<file path="config.mk">
export PLATFORM = sky130hd
export DESIGN_NAME = odd_pipe_issue_ctrl
export DESIGN_NICKNAME = d
export VERILOG_FILES = /design/src/rtl/odd_pipe_issue_ctrl.sv
export SDC_FILE = /design/constraint.sdc
export NUM_CORES = 1
export LEC_CHECK = 0
export CORE_MARGIN = 10
export CORE_UTILIZATION = 60
export CTS_BUF_LIST = sky130_fd_sc_hd__clkbuf_4 sky130_fd_sc_hd__clkbuf_8 sky130_fd_sc_hd__clkbuf_16
export DETAILED_ROUTE_END_ITERATION = 8
export PLACE_DENSITY = 0.94
export SYNTH_ARGS = -nofsm -noshare
export SYNTH_HDL_FRONTEND = slang
export SYNTH_SLANG_ARGS = --single-unit
export TNS_END_PERCENT = 50
</file>
<file path="constraint.sdc">
create_clock -name clk -period 12.7 [get_ports clk]
set_input_delay 2.54 -clock clk [delete_from_list [all_inputs] [get_ports clk]]
set_output_delay 2.54 -clock clk [all_outputs]
set_load 0.05 [all_outputs]
</file>
<file path="src/rtl/odd_pipe_issue_ctrl.sv">
// odd_pipe_issue_ctrl
//   Issue controller for the odd (shift/rotate) pipe. Decoded instructions are
//   buffered in a small in-order FIFO. A PIPE_DEPTH-deep scoreboard shift
//   register remembers which destination registers are still in flight. The
//   FIFO head issues combinationally unless one of its sources matches an
//   in-flight destination (RAW hazard, no forwarding).
//
//   Ports
//     clk, rst          clock, synchronous active-high reset
//     flush             drop all buffered (not yet issued) instructions
//     in_valid/in_ready decode handshake; in_ready depends only on the count
//     in_*              decoded instruction fields
//     iss_*             instruction presented to odd_pipe this cycle
//     fifo_count        number of buffered entries
//     stall_cnt         saturating count of hazard-stall cycles
module odd_pipe_issue_ctrl #(
  parameter int OPCODE_LEN  = 11,
  parameter int REG_ADDR_WD = 7,
  parameter int FIFO_DEPTH  = 4,
  parameter int PIPE_DEPTH  = 8
) (
  input  logic                          clk,
  input  logic                          rst,
  input  logic                          flush,
  input  logic                          in_valid,
  output logic                          in_ready,
  input  logic [OPCODE_LEN-1:0]         in_opcode,
  input  logic [REG_ADDR_WD-1:0]        in_ra_addr,
  input  logic [REG_ADDR_WD-1:0]        in_rb_addr,
  input  logic                          in_uses_ra,
  input  logic                          in_uses_rb,
  input  logic [REG_ADDR_WD-1:0]        in_rt_addr,
  input  logic                          in_rt_we,
  input  logic [17:0]                   in_imm,
  output logic                          iss_valid,
  output logic [OPCODE_LEN-1:0]         iss_opcode,
  output logic [REG_ADDR_WD-1:0]        iss_ra_addr,
  output logic [REG_ADDR_WD-1:0]        iss_rb_addr,
  output logic [REG_ADDR_WD-1:0]        iss_rt_addr,
  output logic                          iss_rt_we,
  output logic [17:0]                   iss_imm,
  output logic [$clog2(FIFO_DEPTH):0]   fifo_count,
  output logic [15:0]                   stall_cnt
);

  localparam int PTR_W = $clog2(FIFO_DEPTH);
  localparam int CNT_W = PTR_W + 1;
  localparam logic [CNT_W-1:0] DEPTH_C = CNT_W'(FIFO_DEPTH);

  typedef struct packed {
    logic [OPCODE_LEN-1:0]  opcode;
    logic [REG_ADDR_WD-1:0] ra;
    logic [REG_ADDR_WD-1:0] rb;
    logic                   uses_ra;
    logic                   uses_rb;
    logic [REG_ADDR_WD-1:0] rt;
    logic                   rt_we;
    logic [17:0]            imm;
  } entry_t;

  // Instruction buffer (data only, no reset) and its control state.
  entry_t                 fifo_q [FIFO_DEPTH];
  logic [PTR_W-1:0]       wr_ptr_q, wr_ptr_d;
  logic [PTR_W-1:0]       rd_ptr_q, rd_ptr_d;
  logic [CNT_W-1:0]       count_q, count_d;

  // Scoreboard: valid bits are control (reset), addresses are data.
  logic [PIPE_DEPTH-1:0]  sb_v_q, sb_v_d;
  logic [REG_ADDR_WD-1:0] sb_addr_q [PIPE_DEPTH];

  logic [15:0]            stall_q, stall_d;

  entry_t in_entry;
  entry_t head;
  logic   empty;
  logic   hazard;
  logic   push;
  logic   pop;
  logic   stall_inc;

  assign in_entry = '{opcode:  in_opcode,
                      ra:      in_ra_addr,
                      rb:      in_rb_addr,
                      uses_ra: in_uses_ra,
                      uses_rb: in_uses_rb,
                      rt:      in_rt_addr,
                      rt_we:   in_rt_we,
                      imm:     in_imm};

  assign head     = fifo_q[rd_ptr_q];
  assign empty    = (count_q == '0);
  assign in_ready = (count_q < DEPTH_C);

  // RAW check of the head against every in-flight destination.
  always_comb begin
    hazard = 1'b0;
    for (int k = 0; k < PIPE_DEPTH; k++) begin
      if (sb_v_q[k] &&
          ((head.uses_ra && (sb_addr_q[k] == head.ra)) ||
           (head.uses_rb && (sb_addr_q[k] == head.rb)))) begin
        hazard = 1'b1;
      end
    end
  end

  // Holding iss_valid low during reset keeps a stale head from reaching odd_pipe.
  assign iss_valid = !rst && !empty && !hazard && !flush;
  assign pop       = iss_valid;
  assign push      = in_valid && in_ready && !flush;
  assign stall_inc = !empty && hazard && !flush;

  assign iss_opcode  = iss_valid ? head.opcode : '0;
  assign iss_ra_addr = iss_valid ? head.ra     : '0;
  assign iss_rb_addr = iss_valid ? head.rb     : '0;
  assign iss_rt_addr = iss_valid ? head.rt     : '0;
  assign iss_rt_we   = iss_valid && head.rt_we;
  assign iss_imm     = iss_valid ? head.imm    : '0;

  assign fifo_count = count_q;
  assign stall_cnt  = stall_q;

  // Next-state for the FIFO control, scoreboard valids and stall counter.
  always_comb begin
    wr_ptr_d = wr_ptr_q;
    rd_ptr_d = rd_ptr_q;
    count_d  = count_q;
    stall_d  = stall_q;
    sb_v_d   = {sb_v_q[PIPE_DEPTH-2:0], iss_rt_we};

    if (flush) begin
      // Everything buffered is discarded; in-flight tracking is untouched.
      rd_ptr_d = wr_ptr_q;
      count_d  = '0;
    end else begin
      if (push) wr_ptr_d = wr_ptr_q + 1'b1;
      if (pop)  rd_ptr_d = rd_ptr_q + 1'b1;
      case ({push, pop})
        2'b10:   count_d = count_q + CNT_W'(1);
        2'b01:   count_d = count_q - CNT_W'(1);
        default: count_d = count_q;
      endcase
    end

    if (stall_inc && (stall_q != 16'hFFFF)) stall_d = stall_q + 16'd1;
  end

  always_ff @(posedge clk) begin
    if (rst) begin
      wr_ptr_q <= '0;
      rd_ptr_q <= '0;
      count_q  <= '0;
      sb_v_q   <= '0;
      stall_q  <= '0;
    end else begin
      wr_ptr_q <= wr_ptr_d;
      rd_ptr_q <= rd_ptr_d;
      count_q  <= count_d;
      sb_v_q   <= sb_v_d;
      stall_q  <= stall_d;
    end
  end

  always_ff @(posedge clk) begin
    if (push) fifo_q[wr_ptr_q] <= in_entry;
  end

  always_ff @(posedge clk) begin
    sb_addr_q[0] <= head.rt;
    for (int k = 1; k < PIPE_DEPTH; k++) begin
      sb_addr_q[k] <= sb_addr_q[k-1];
    end
  end

endmodule

</file>
=== Yosys cells after proc, flatten, opt, wreduce, memory -nomap -nowiden ===
Memories as Yosys holds them, arrays and structs flattened. A register that Yosys moved wholly into a read port is not among the register bits.
Index checks and enable logic that the tools add are counted.

* Add/subtract/negate cells: 5
* Magnitude comparators: 1
* Equal/unequal tests: 19
* Muxes and demuxes: 20
* Bitwise logic cells: 1
* Reductions and logical operators: 50

{| class="wikitable"
|+ Operators with widths
! cell !! count
|-
| equality test 7 bit || 16
|-
| logical AND 1 bit || 33
|-
| 2-to-1 mux 7 bit || 3
|-
| 2-to-1 mux 18 bit || 1
|-
| adder 16 x 1 -> 16 bit, second input constant || 1
|-
| inequality test 16 bit, second input constant || 1
|-
| 2-to-1 mux 11 bit || 1
|-
| 2-to-1 mux 1 bit || 10
|-
| logical OR 1 bit || 8
|-
| 2-to-1 mux 2 bit || 4
|-
| case mux 3 bit (2 select lines) || 1
|-
| adder 2 x 1 -> 2 bit, second input constant || 2
|-
| zero test 1 bit || 4
|-
| nonzero test 2 bit || 2
|-
| adder 3 x 1 -> 3 bit, second input constant || 1
|-
| zero test 3 bit || 1
|-
| < comparator 3 bit, second input constant || 1
|-
| subtractor 3 x 1 -> 3 bit, second input constant || 1
|-
| equality test 2 x 1 -> 1 bit, second input constant || 1
|-
| equality test 2 bit, second input constant || 1
|-
| AND reduction 2 bit || 1
|-
| OR reduction 2 bit || 1
|-
| inverter 1 bit || 1
|}

* Register bits: 31
* Memory bits (writable): 268
* Memories kept: 2

{| class="wikitable"
|+ Memory list
! name !! words !! bits a word !! read ports !! clocked after Yosys merged registers in !! wr ports !! line !! source
|-
| fifo_q || 4 || 53 || 1 || 1 || 1 || 62 || <nowiki>entry_t fifo_q [FIFO_DEPTH];</nowiki>
|-
| sb_addr_q || 8 || 7 || 8 || 0 || 8 || 69 || <nowiki>logic [REG_ADDR_WD-1:0] sb_addr_q [PIPE_DEPTH];</nowiki>
|}

=== Longest topological paths before layout ===
* Depth in word-level cells: 19
* Gate-level depth with buffers: 21
* Depth with buffers taken out: 16

=== Least setup slack after synthesis ===
OpenSTA, ideal clock, no wires.

* Path type: input-to-output
* Start: in flush
* End: out iss_imm[10]
* Arrival time: 3.517 ns
* Data required time: 10.160 ns
* Slack: 6.643 ns
* Stages on the path: 3
* Buffers on the path: 1
* Cells stage by stage: nor2_1 -> clkbuf_1 -> and3_1

* Word-level cells in the longest chain between the ends: 3

{| class="wikitable"
|+ Ends and longest elaborated chain
! item !! line !! source
|-
| start: declaration || 24 || <nowiki>input logic flush,</nowiki>
|-
| zero test 1 bit || 107 || <nowiki>assign iss_valid = !rst && !empty && !hazard && !flush;</nowiki>
|-
| logical AND 1 bit || 107 ||
|-
| 2-to-1 mux 18 bit || 117 || <nowiki>assign iss_imm = iss_valid ? head.imm : '0;</nowiki>
|-
| end: declaration || 41 || <nowiki>output logic [17:0] iss_imm,</nowiki>
|}

Every way passes these cells.

==> qor.txt <==
Status -> finished, final reports clean
Postcts setup bufs -> 0
Number of routed nets with antenna violations -> 0
Worst VDD drop -> 0.139 mV
Skew-Pair Late Insertion Delay -> 0.54 ns
Post-layout min period -> 8.61 ns
Post-CTS Hold Fix Bufs -> 0
Vias -> 7304
Die ar. -> 0.0271 mm2
Final setup violating endpoints -> 0
Worst-path clk slew -> 0.07 ns
Inserted Clock Buffers -> 30
Clock root cell -> clkbuf_16
Clock buffer depth -> 3
Worst slew pin tran -> 1.16 ns
Max incr delay on CP -> 0.95 ns
Ys flop type -> edfxtp_1
Detailed Routing Iterations Pass 1 -> 4
Crit end category -> primary output
Buf+Inv Stages, Crit Path -> 3
Syn Std Cell Area -> 0.0126 mm2
Initial Util -> 61.5%
Sequential-to-total area share from yosys stat -> 64.9%
Async S/R FF share, synth -> 0%
FP Rows -> 52
Worst EP arrival -> 6.07 ns
Initial antenna violation count -> 2
Vias in the first global route -> 7676
FMAX -> 116 MHz
Fin. Hold Viols -> 0
Syn Area/Cell -> 15.6 um2
Flops & latches, synth -> 301
Worst-path cell chain -> buf_4 -> mux4_1 -> xnor2_1 -> nand4_1 -> nor2_1 -> o21ai_0 -> nand4_2 -> nor3_2 -> buf_4 -> and3_1 -> clkdlybuf4s50_1
CTS sink cnt -> 301
Pins Over Slew Limit -> 0
Max-Cap Viols -> 0
Pwr per Cell Area -> 145 mW/mm2
Net count, final -> 989
Ys Warns -> 0
Unrepaired setup endpoints after global routing -> no
DR WL/cell -> 22.3 um
Lkg Pwr -> 5.00 nW
DRT iter0 DRCs -> 544
Final period util -> 67.8%
Synth Instances -> 807
Layout cells sized above 1 -> 12.2%
Final Skew -> 0.00818 ns
Post-synth cell types -> 56
First-pass GRT wire length -> 42800 um
CTS tree -> done
Die Y -> 165 um
Synthesized Nets -> 871
Worst-path fanout max -> 47
Number of synthesized flops with an enable pin -> 212
I/O Buffers -> 128
Post-layout util -> 73.1%
Hpwl dp -> 17400 um
Critical path's most frequent cell -> buf_4
Max stage delay cell, worst path -> mux4_1
Final WL -> 27200 um
I/O pin total -> 129
CP Launch Type -> flop
Global route overflow -> 0
CP delay by family, top -> buffers and inverters
Max-slew headroom -> 22.4%
Post-Route Setup TNS -> 0 ns
Post-CTS resize count -> 0
Required time worst endpoint -> 10.16 ns
Core footprint -> 0.0204 mm2
Largest net degree at the start of global routing -> 74
H-tree levels -> 1
Crit Path Category -> flop to primary output
Hold crit path type -> flop to flop
Total power -> 0.00217 W
Die W -> 165 um
Final GP Congestion -> 0.907
DR DRC count -> 0
Vias per inst -> 5.99
All-Layer GR Usage -> 20.2%
Area Overhead vs Synth -> 19.0%
per-stage QoR:
| step | cells | hold WS (ns) | area (um2) | setup WS (ns) |
|---|---|---|---|---|
| final | 1219 | 0.386 | 14900 | 4.09 |
| after global routing | 1218 | 0.395 | 14900 | 3.74 |
| after CTS | 1218 | 0.391 | 14900 | 4.02 |
| after detailed placement | 1163 | 0.381 | 14000 | 4.59 |
| after global placement | 1163 | 0.380 | 14000 | 4.79 |
| after floorplan | 807 | 0.373 | 12600 | 6.64 |
cells in the mapped netlist (3+ instances only):
| cell | number | share of area [%] |
|---|---|---|
| nor4_1 | 4 | 0.20 |
| mux2_2 | 3 | 0.27 |
| nand2_1 | 9 | 0.27 |
| a21oi_1 | 18 | 0.72 |
| buf_2 | 13 | 0.52 |
| ha_1 | 6 | 0.60 |
| nor2_1 | 22 | 0.66 |
| buf_6 | 6 | 0.54 |
| edfxtp_1 | 212 | 51 |
| a211oi_1 | 4 | 0.24 |
| nand4_1 | 20 | 1.0 |
| nor3_1 | 9 | 0.36 |
| xnor2_1 | 94 | 6.6 |
| and3_1 | 61 | 3.0 |
| o31a_1 | 3 | 0.21 |
| inv_1 | 11 | 0.33 |
| clkbuf_1 | 25 | 0.75 |
| nor2b_1 | 10 | 0.50 |
| o21ai_0 | 7 | 0.28 |
| mux4_1 | 6 | 1.3 |
| and2_1 | 5 | 0.25 |
| o31ai_1 | 9 | 0.54 |
| nand3_1 | 16 | 0.64 |
| or4_1 | 10 | 0.60 |
| dfxtp_1 | 89 | 14 |
| xor2_1 | 31 | 2.2 |
| mux4_2 | 47 | 8.4 |
| mux2i_1 | 21 | 1.7 |
where the power goes:
part	total, W	internal (W)	switching (W)
Combinational	0.000203	0.0000988	0.000105
Sequential	0.00112	0.00109	0.0000345
Clock	0.000847	0.000500	0.000347
Total	0.00217	0.00169	0.000486
area by class of cell:
type	instances	area (um2)
sequential	301	8160
fill	1295	5490
multi-input combinational	445	4110
timing repair buffer	136	1340
clock buffer	39	836
tap	270	338
clock inverter	16	120
inverter	11	41.3
antenna	1	2.50
cells by family after synthesis:
| logic type | count (synthesis) | synth area share, % |
|---|---|---|
| multiplexers | 77 | 11.6 |
| buffers and inverters | 61 | 2.55 |
| AND/OR/NAND/NOR | 174 | 8.06 |
| flip-flops | 301 | 64.9 |
| XOR/XNOR | 125 | 8.72 |
| AO/OA/AOI/OAI | 62 | 3.39 |
| adder cells (fa/ha/maj) | 7 | 0.757 |
cell usage in the layout, fill, tap and decap left out, types with 2 or more instances in the layout:
| cell | instances |
|---|---|
| mux4_1 | 6 |
| xnor2_1 | 94 |
| mux2_2 | 3 |
| nand4_1 | 20 |
| nand4_2 | 2 |
| nand3_1 | 16 |
| o31ai_1 | 9 |
| and2_2 | 4 |
| nor2b_1 | 10 |
| dfxtp_4 | 2 |
| a31oi_1 | 2 |
| mux2i_1 | 21 |
| o21ai_0 | 7 |
| edfxtp_1 | 212 |
| clkinv_2 | 2 |
| clkbuf_4 | 8 |
| buf_4 | 8 |
| o311ai_0 | 2 |
| clkbuf_16 | 31 |
| o31a_1 | 3 |
| clkdlybuf4s50_1 | 128 |
| ha_1 | 6 |
| or4_1 | 10 |
| and3_1 | 61 |
| inv_1 | 11 |
| nand2_1 | 9 |
| nor4_1 | 4 |
| dfxtp_1 | 87 |
| xor2_1 | 31 |
| a211oi_1 | 4 |
| or3_1 | 2 |
| bufinv_16 | 2 |
| o22ai_1 | 2 |
| mux4_2 | 47 |
| nor3_1 | 8 |
| a21oi_1 | 18 |
| nor2_1 | 21 |
| clkinv_1 | 11 |
routing by layer:
layer | wire length (um) | part of all wire, % | track usage [%]
met1 | 10900 | 40 | 25.4
met2 | 13500 | 50 | 34.1
met3 | 2150 | 7.9 | 4.85
met4 | 627 | 2.3 | 5.80
met5 | 17 | 0.062 | 0
state kept, by name, indices dropped and copies added (netlist names), named ones only:
| name | count |
|---|---|
| sb_addr_q | 56 |
| sb_v_q | 8 |
| fifo_q | 212 |
| fifo_count | 3 |
| wr_ptr_q | 2 |
| rd_ptr_q | 2 |
| stall_cnt | 16 |
final timing paths:
| path | startpoint | endpoint | slack (ns) | cells after the start |
|---|---|---|---|---|
| setup / recovery | flop | iss_rt_addr[5] | 4.09 | 11 |
| hold / removal | sb_addr_q[0][19]$_DFF_P_ | sb_addr_q[0][26]$_DFF_P_ | 0.39 | 0 |
| setup reg to reg | flop | fifo_count[2]$_SDFFE_PP0P_ | 6.85 | 18 |
| hold reg to reg | sb_addr_q[0][19]$_DFF_P_ | sb_addr_q[0][26]$_DFF_P_ | 0.39 | 0 |
Power figures use the tool's default switching activity.
